### src/rtl/plru_ctrl.sv
// Tree pseudo-LRU controller for a 4-way set-associative cache.
// Two-stage pipeline: S0 reads the set's tree state, and S1 answers and writes the updated state back.
module plru_ctrl #(
  parameter int S_INDEX = 4,
  parameter int WAYS    = 4
) (
  input  logic                    clk0,
  input  logic                    rst0,
  input  logic                    req_valid,
  output logic                    req_ready,
  input  logic [S_INDEX-1:0]      req_set,
  input  logic                    req_hit,
  input  logic [$clog2(WAYS)-1:0] req_way,
  input  logic                    req_touch,
  output logic                    resp_valid,
  input  logic                    resp_ready,
  output logic [$clog2(WAYS)-1:0] resp_way,
  output logic                    lru_csb0,
  output logic                    lru_web0,
  output logic [S_INDEX-1:0]      lru_addr0,
  input  logic [2:0]              lru_dout0,
  output logic                    lru_csb1,
  output logic                    lru_web1,
  output logic [S_INDEX-1:0]      lru_addr1,
  output logic [2:0]              lru_din1,
  output logic [15:0]             miss_count
);

  localparam int WAY_W = $clog2(WAYS);

  // Tree bits are {b2, b1, b0}: b0 picks the pair, b1/b2 pick within the pair.
  function automatic logic [WAY_W-1:0] victim_of(input logic [2:0] st);
    logic [WAY_W-1:0] v;
    if (st[0] == 1'b0) begin
      v = st[1] ? 2'd1 : 2'd0;
    end else begin
      v = st[2] ? 2'd3 : 2'd2;
    end
    return v;
  endfunction

  function automatic logic [2:0] point_away(input logic [2:0] st, input logic [WAY_W-1:0] way);
    logic [2:0] n;
    case (way)
      2'd0:    n = {st[2], 1'b1, 1'b1};
      2'd1:    n = {st[2], 1'b0, 1'b1};
      2'd2:    n = {1'b1, st[1], 1'b0};
      2'd3:    n = {1'b0, st[1], 1'b0};
      default: n = st;
    endcase
    return n;
  endfunction

  logic               s1_valid_q, s1_valid_d;
  logic [S_INDEX-1:0] s1_set_q,   s1_set_d;
  logic               s1_hit_q,   s1_hit_d;
  logic [WAY_W-1:0]   s1_way_q,   s1_way_d;
  logic               s1_touch_q, s1_touch_d;
  logic               s1_fresh_q, s1_fresh_d;
  logic [2:0]         hold_q,     hold_d;
  logic [15:0]        miss_q,     miss_d;

  logic       req_fire;
  logic       resp_fire;
  logic [2:0] cur_state;

  // Handshake, read port and response path.
  // The array's read data is only valid the cycle after the read, so it is captured into hold_q to keep resp_way stable across stalls.
  always_comb begin
    req_ready  = !rst0 && (!s1_valid_q || resp_ready);
    req_fire   = req_valid && req_ready;
    resp_valid = s1_valid_q && !rst0;
    resp_fire  = resp_valid && resp_ready;
    cur_state  = s1_fresh_q ? lru_dout0 : hold_q;
    resp_way   = s1_hit_q ? s1_way_q : victim_of(cur_state);
    lru_csb0   = !req_fire;
    lru_web0   = 1'b1;
    lru_addr0  = req_set;
    lru_addr1  = s1_set_q;
    lru_din1   = point_away(cur_state, resp_way);
    miss_count = miss_q;
  end

  // Write port: write only on a touched response; otherwise leave the port selected in read mode.
  always_comb begin
    if (rst0) begin
      lru_csb1 = 1'b1;
      lru_web1 = 1'b1;
    end else if (resp_fire && s1_touch_q) begin
      lru_csb1 = 1'b0;
      lru_web1 = 1'b0;
    end else begin
      lru_csb1 = 1'b0;
      lru_web1 = 1'b1;
    end
  end

  // Next-state logic for the S1 stage and the miss counter.
  always_comb begin
    s1_set_d   = s1_set_q;
    s1_hit_d   = s1_hit_q;
    s1_way_d   = s1_way_q;
    s1_touch_d = s1_touch_q;
    s1_fresh_d = req_fire;
    hold_d     = cur_state;
    if (req_fire) begin
      s1_valid_d = 1'b1;
      s1_set_d   = req_set;
      s1_hit_d   = req_hit;
      s1_way_d   = req_way;
      s1_touch_d = req_touch;
    end else if (resp_fire) begin
      s1_valid_d = 1'b0;
    end else begin
      s1_valid_d = s1_valid_q;
    end
    if (req_fire && !req_hit) begin
      miss_d = miss_q + 16'd1;
    end else begin
      miss_d = miss_q;
    end
  end

  // State registers with synchronous reset.
  always_ff @(posedge clk0) begin
    if (rst0) begin
      s1_valid_q <= 1'b0;
      s1_set_q   <= {S_INDEX{1'b0}};
      s1_hit_q   <= 1'b0;
      s1_way_q   <= {WAY_W{1'b0}};
      s1_touch_q <= 1'b0;
      s1_fresh_q <= 1'b0;
      hold_q     <= 3'b000;
      miss_q     <= 16'd0;
    end else begin
      s1_valid_q <= s1_valid_d;
      s1_set_q   <= s1_set_d;
      s1_hit_q   <= s1_hit_d;
      s1_way_q   <= s1_way_d;
      s1_touch_q <= s1_touch_d;
      s1_fresh_q <= s1_fresh_d;
      hold_q     <= hold_d;
      miss_q     <= miss_d;
    end
  end

endmodule

### config.mk
export PLATFORM = sky130hd
export DESIGN_NAME = plru_ctrl
export DESIGN_NICKNAME = d
export VERILOG_FILES = /design/src/rtl/plru_ctrl.sv
export SDC_FILE = /design/constraint.sdc
export NUM_CORES = 1
export LEC_CHECK = 0
export ABC_AREA = 1
export CELL_PAD_IN_SITES_DETAIL_PLACEMENT = 1
export CELL_PAD_IN_SITES_GLOBAL_PLACEMENT = 1
export CORE_UTILIZATION = 33
export DETAILED_ROUTE_END_ITERATION = 10
export PLACE_DENSITY = 0.84
export SYNTH_ARGS = -nofsm -noshare
export SYNTH_HDL_FRONTEND = slang
export SYNTH_SLANG_ARGS = --single-unit
### constraint.sdc
create_clock -name clk0 -period 3.8 [get_ports clk0]
set_input_delay 0.38 -clock clk0 [delete_from_list [all_inputs] [get_ports clk0]]
set_output_delay 0.38 -clock clk0 [all_outputs]
set_load 0.05 [all_outputs]
Yosys cells after proc, flatten, opt, wreduce, memory -nomap -nowiden
Cells that the tools add are included.
{"block": "op_classes", "n_reduce_logical": 13, "add_sub_neg": 1, "muxes": 11, "n_eq_ne": 3}
{"op": "16-bit by 1-bit adder with 16-bit output, second input constant", "count": 1}
{"op": "3-bit case mux with 4 select lines", "count": 1}
{"op": "1-bit two-way mux", "count": 7}
{"op": "1-bit logical AND", "count": 6}
{"op": "2-bit == test, second input constant", "count": 2}
{"op": "1-bit zero test", "count": 4}
{"op": "2-bit two-way mux", "count": 2}
{"op": "3-bit two-way mux", "count": 1}
{"op": "2-bit by 1-bit == test with 1-bit output, second input constant", "count": 1}
{"op": "2-bit zero test", "count": 1}
{"op": "2-bit nonzero test", "count": 1}
{"op": "1-bit logical OR", "count": 1}
{"block": "totals", "ff_bits": 29, "elab_cells": 36}

Logic depth before layout (Yosys ltp)
{"block": "depth", "ltp_word": 6, "ltp_mapped": 8}

Worst setup path after synthesis
Ideal clock, no wire load.
{"block": "synth_timing", "kind": "input port to output port", "from": "in lru_dout0[0]", "to": "out lru_din1[1]", "required_time_ps": 3420, "slack_ps": 739, "t_arrival_ps": 2681, "path_stages": 4, "cell_sequence": "nand2_1 > o21ai_0 > o21ai_0 > o21ai_0"}
{"block": "synth_via", "elab_chain_len": 5, "elab_cells_between_ends": 8}
{"element": "start, declared", "line_no": "21", "text": "input logic [2:0] lru_dout0,"}
{"element": "3-bit two-way mux *", "line_no": "74", "text": "cur_state = s1_fresh_q ? lru_dout0 : hold_q;"}
{"element": "2-bit two-way mux *", "line_no": "34", "text": "if (st[0] == 1'b0) begin"}
{"element": "2-bit two-way mux *", "line_no": "75", "text": "resp_way = s1_hit_q ? s1_way_q : victim_of(cur_state);"}
{"element": "2-bit == test (tied with other cells)", "line_no": "44", "text": "case (way)"}
{"element": "3-bit case mux with 4 select lines *", "line_no": "44"}
{"element": "end, declared", "line_no": "25", "text": "output logic [2:0] lru_din1,"}
Mark *: on every way between the ends. The rest lies on a longest branch, timed or not.

Final worst setup path
{"block": "layout_timing", "from": "in rst0", "to": "out lru_csb0"}
{"block": "layout_via", "elab_chain_len": 4}
{"element": "start, declared", "line_no": "8", "text": "input logic rst0,"}
{"element": "1-bit zero test", "line_no": "70", "text": "req_ready = !rst0 && (!s1_valid_q || resp_ready);"}
{"element": "1-bit logical AND", "line_no": "70"}
{"element": "1-bit logical AND", "line_no": "71", "text": "req_fire = req_valid && req_ready;"}
{"element": "1-bit zero test", "line_no": "76", "text": "lru_csb0 = !req_fire;"}
{"element": "end, declared", "line_no": "18", "text": "output logic lru_csb0,"}
No other way between the ends.

==> results.py <==
metrics = {
    "power": {
        "p_comb_frac": 0.199,
        "power_switching_mw": 0.222,
        "power.internal_mw": 0.528,
        "clkPwrFrac": 0.375,
        "p_leak_nw": 0.866,
        "peakVddDrop_uv": 175,
        "power_frac_seq": 0.426,
        "power_density_nw_per_um2": 368,
        "p_sw_frac": 0.296,
        "fin_total_pwr_mw": 0.750,
    },
    "sta": {
        "finClkSkew_ps": 1.99,
        "maxSlewViolCount": 0,
        "setup_viol": 0,
        "fin_crit_ps": 2900,
        "fmax_mhz": 344,
        "worst_pin_slew_ps": 586,
        "timing.final.crit_share": 0.764,
        "final_hold_viol_count": 0,
        "timing.final.ws_setup_ps": 897,
        "rsz0062_at_grt": "false",
        "slew_headroom": 0.608,
        "setup_tns_ps": 0,
    },
    "layout": {
        "n_antenna_cell": 0,
        "num-nets-final": 272,
        "register_area_um2": 581,
        "n_fill_cell": 543,
        "multi_input_area_um2": 703,
        "drive_gt1_frac": 0.0817,
        "stdcell_count": 307,
        "finalCoreUtilization": 0.492,
        "area_delta_synth_final_pct": 39.0,
    },
    "clock_tree": {
        "clock_sinks": 29,
        "cts_root_buf": "clkbuf_8",
        "path_clk_slew_ps": 60,
        "cts_resized": 0,
        "cts_made_buffers": 5,
        "post_cts_buffers": 0,
        "cts_tree": "done",
        "cts_max_level": 2,
        "postCtsHoldBufs": 0,
        "cts_max_path_buffers": 2,
        "clock_latency_ps": 280,
    },
    "synthesis": {
        "synth_warnings": 0,
        "synth_nets": 227,
        "synthCells": 211,
        "synth-seq-area-share": 0.396,
        "synth_area_per_cell_um2": 6.95,
        "synth_ff_type": "dfxtp_1",
        "synth_edf_count": 0,
        "synth.area.mux_share": 0,
        "synth-simple-area-share": 0.380,
        "synthAdderAreaFrac": 0.00853,
        "synth_compound_area_frac": 0.0887,
        "synth_top_family_by_area": "simple AND/OR/NAND/NOR gates",
        "synth_cell_type_count": 23,
        "synth.ff_latch_count": 29,
        "synth_area_um2": 1470,
        "synth_xor_area_frac": 0,
        "synthArstFlopShare": 0,
    },
    "critical_path": {
        "critPathLaunchType": "input pin",
        "crit_top_cell": "clkdlybuf4s50_1",
        "crit_path_start": "rst0",
        "cp.arrival_ps": 2520,
        "endpoint_kind": "output pin",
        "cpPeakStageDelay_ps": 840,
        "path_buf_inv": 3,
        "path_cells": "clkdlybuf4s50_1 > clkinv_8 > nand3_4 > clkdlybuf4s50_1",
        "slowest_stage": "clkdlybuf4s50_1",
        "crit_type": "in2out",
        "crit-reg2reg-launch": "miss_count[0]",
        "r2r-end": "miss_count[14]",
        "worstPathMaxFanout": 23,
        "worstRegToRegCells": 8,
        "r2r_slack_ps": 2290,
        "critPathTopFamily": "buffers and inverters",
        "required_ps": 3420,
    },
    "global_route": {
        "grt_max_degree": 24,
        "grt_pass1_wl_mm": 6.00,
        "grt_antenna_before_repair": 0,
        "grt_pass1_vias": 1407,
        "overflow": 0,
        "grt_usage": 0.174,
    },
    "detailed_routing": {
        "wl_per_cell_um": 11.7,
        "drc": 0,
        "viasPerCell": 4.84,
        "first_pass_iters": 4,
        "drt_iter0_markers": 26,
        "num_vias": 1485,
        "ant_nets": 0,
        "wl_mm": 3.60,
    },
    "flow_run": {
        "maxCapViolations": 0,
    },
    "placement": {
        "post-dp-hpwl_mm": 2.67,
        "io_buffers": 48,
        "gp_congestion": 0.768,
        "pre_cts_ws_ps": 850,
        "dpl.cell_count": 299,
    },
    "worst_hold_path": {
        "hp-class": "reg2reg",
        "min_path_cells": 2,
        "min_to": "lru_addr1[0]",
        "min_from": "lru_addr1[0]",
    },
    "floorplanning": {
        "start_util": 0.354,
        "dieHeight_um": 68.7,
        "io_pins": 50,
        "core-area_um2": 4140,
        "rows": 23,
        "die_w_um": 68.7,
        "die_area_um2": 4710,
    },
    "outcome": {
        "status": "finished clean",
    },
}
-- sequential cells by signal (all words and copies together) (netlist names) --
signal	flops
miss_count	16
lru_addr1	4
hold_q	3
s1_way_q	2
s1_fresh_q	1
s1_hit_q	1
s1_touch_q	1
s1_valid_q	1
-- Yosys cell counts (4+ instances only) --
cell type / number / area (µm²)
o21ai_0: 10 / 50.1
nand3_1: 20 / 100
dfxtp_1: 29 / 581
nor2_1: 32 / 120
nor2_4: 4 / 45.0
nand2_2: 4 / 25.0
buf_4: 7 / 52.6
a21oi_1: 13 / 65.1
inv_1: 25 / 93.8
nand2_1: 51 / 191
nor3_1: 4 / 20.0
-- cell usage in the layout, fill, tap and decap left out --
| master | n |
|---|---|
| nand2_1 | 51 |
| clkdlybuf4s50_1 | 48 |
| nor2_1 | 32 |
| dfxtp_1 | 29 |
| inv_1 | 25 |
| nand3_1 | 20 |
| a21oi_1 | 13 |
| o21ai_0 | 10 |
| clkbuf_8 | 7 |
| nand2_2 | 4 |
| nor2_4 | 4 |
| nor3_1 | 4 |
| a21boi_1 | 1 |
| clkinv_8 | 1 |
| nand3_4 | 1 |
| nand4_4 | 1 |
| nor2_2 | 1 |
| nand3_2 | 1 |
| a211oi_1 | 1 |
| ha_1 | 1 |
| conb_1 | 1 |
| clkinv_2 | 1 |
-- worst reg2reg max path, cell delays in order, from the launching register on --
cell	delay (ps)
dfxtp_1	430
ha_1	220
nand2_2	100
nor2_4	110
nand3_2	80
nor2_4	240
nand3_1	110
nand2_1	80
nor2_1	40
-- metal layers --
layer | vias up | part of all wire | global-route usage
met1 | 693 | 0.45 | 0.197
met5 | - | 0 | 0
met4 | 0 | 0.022 | 0.0833
li1 | 749 | - | -
met3 | 8 | 0.050 | 0.0576
met2 | 35 | 0.48 | 0.294
-- worst max-delay path by stage --
stage	endpoint	slack, ps	depth (start not counted)
finish	lru_csb0	900	4
global route	lru_csb0	770	4
CTS	lru_csb0	840	4
detailed placement	lru_csb0	850	4
global placement	lru_csb0	910	4
floorplan	lru_din1[1]	740	4
-- area by class of cell --
| type | count | area share |
|---|---|---|
| multi-input cells | 146 | 0.345 |
| well taps | 50 | 0.0307 |
| clock inverters | 1 | 0.00246 |
| repair buffers | 48 | 0.236 |
| clock buffers | 7 | 0.0473 |
| flip-flops and latches | 29 | 0.285 |
| inverters | 26 | 0.0540 |
-- metrics by stage --
stage / hold slack [ps] / cell area (µm²)
after floorplan: 429 / 1470
after global placement: 453 / 1940
final: 464 / 2040
after CTS: 469 / 2040
after global routing: 492 / 2040
after detailed placement: 460 / 1940
-- power groups by stage --
stage | sequential [mW] | clock, mW | combinational (mW)
floorplan | 0.338 | 0 | 0.0892
global placement | 0.326 | 0 | 0.149
detailed placement | 0.326 | 0 | 0.151
CTS | 0.320 | 0.292 | 0.151
global route | 0.321 | 0.306 | 0.160
finish | 0.320 | 0.281 | 0.150
-- cell families (layout without fill, tap and decap cells) --
| logic type | Yosys count | in the layout |
|---|---|---|
| and+or+nand+nor | 119 | 119 |
| buffers and inverters | 36 | 82 |
| DFF | 29 | 29 |
| other | 1 | 1 |
| adders and majority gates | 1 | 1 |
| AOI/OAI and AO/OA | 25 | 25 |
Power figures use the tool's default switching activity.
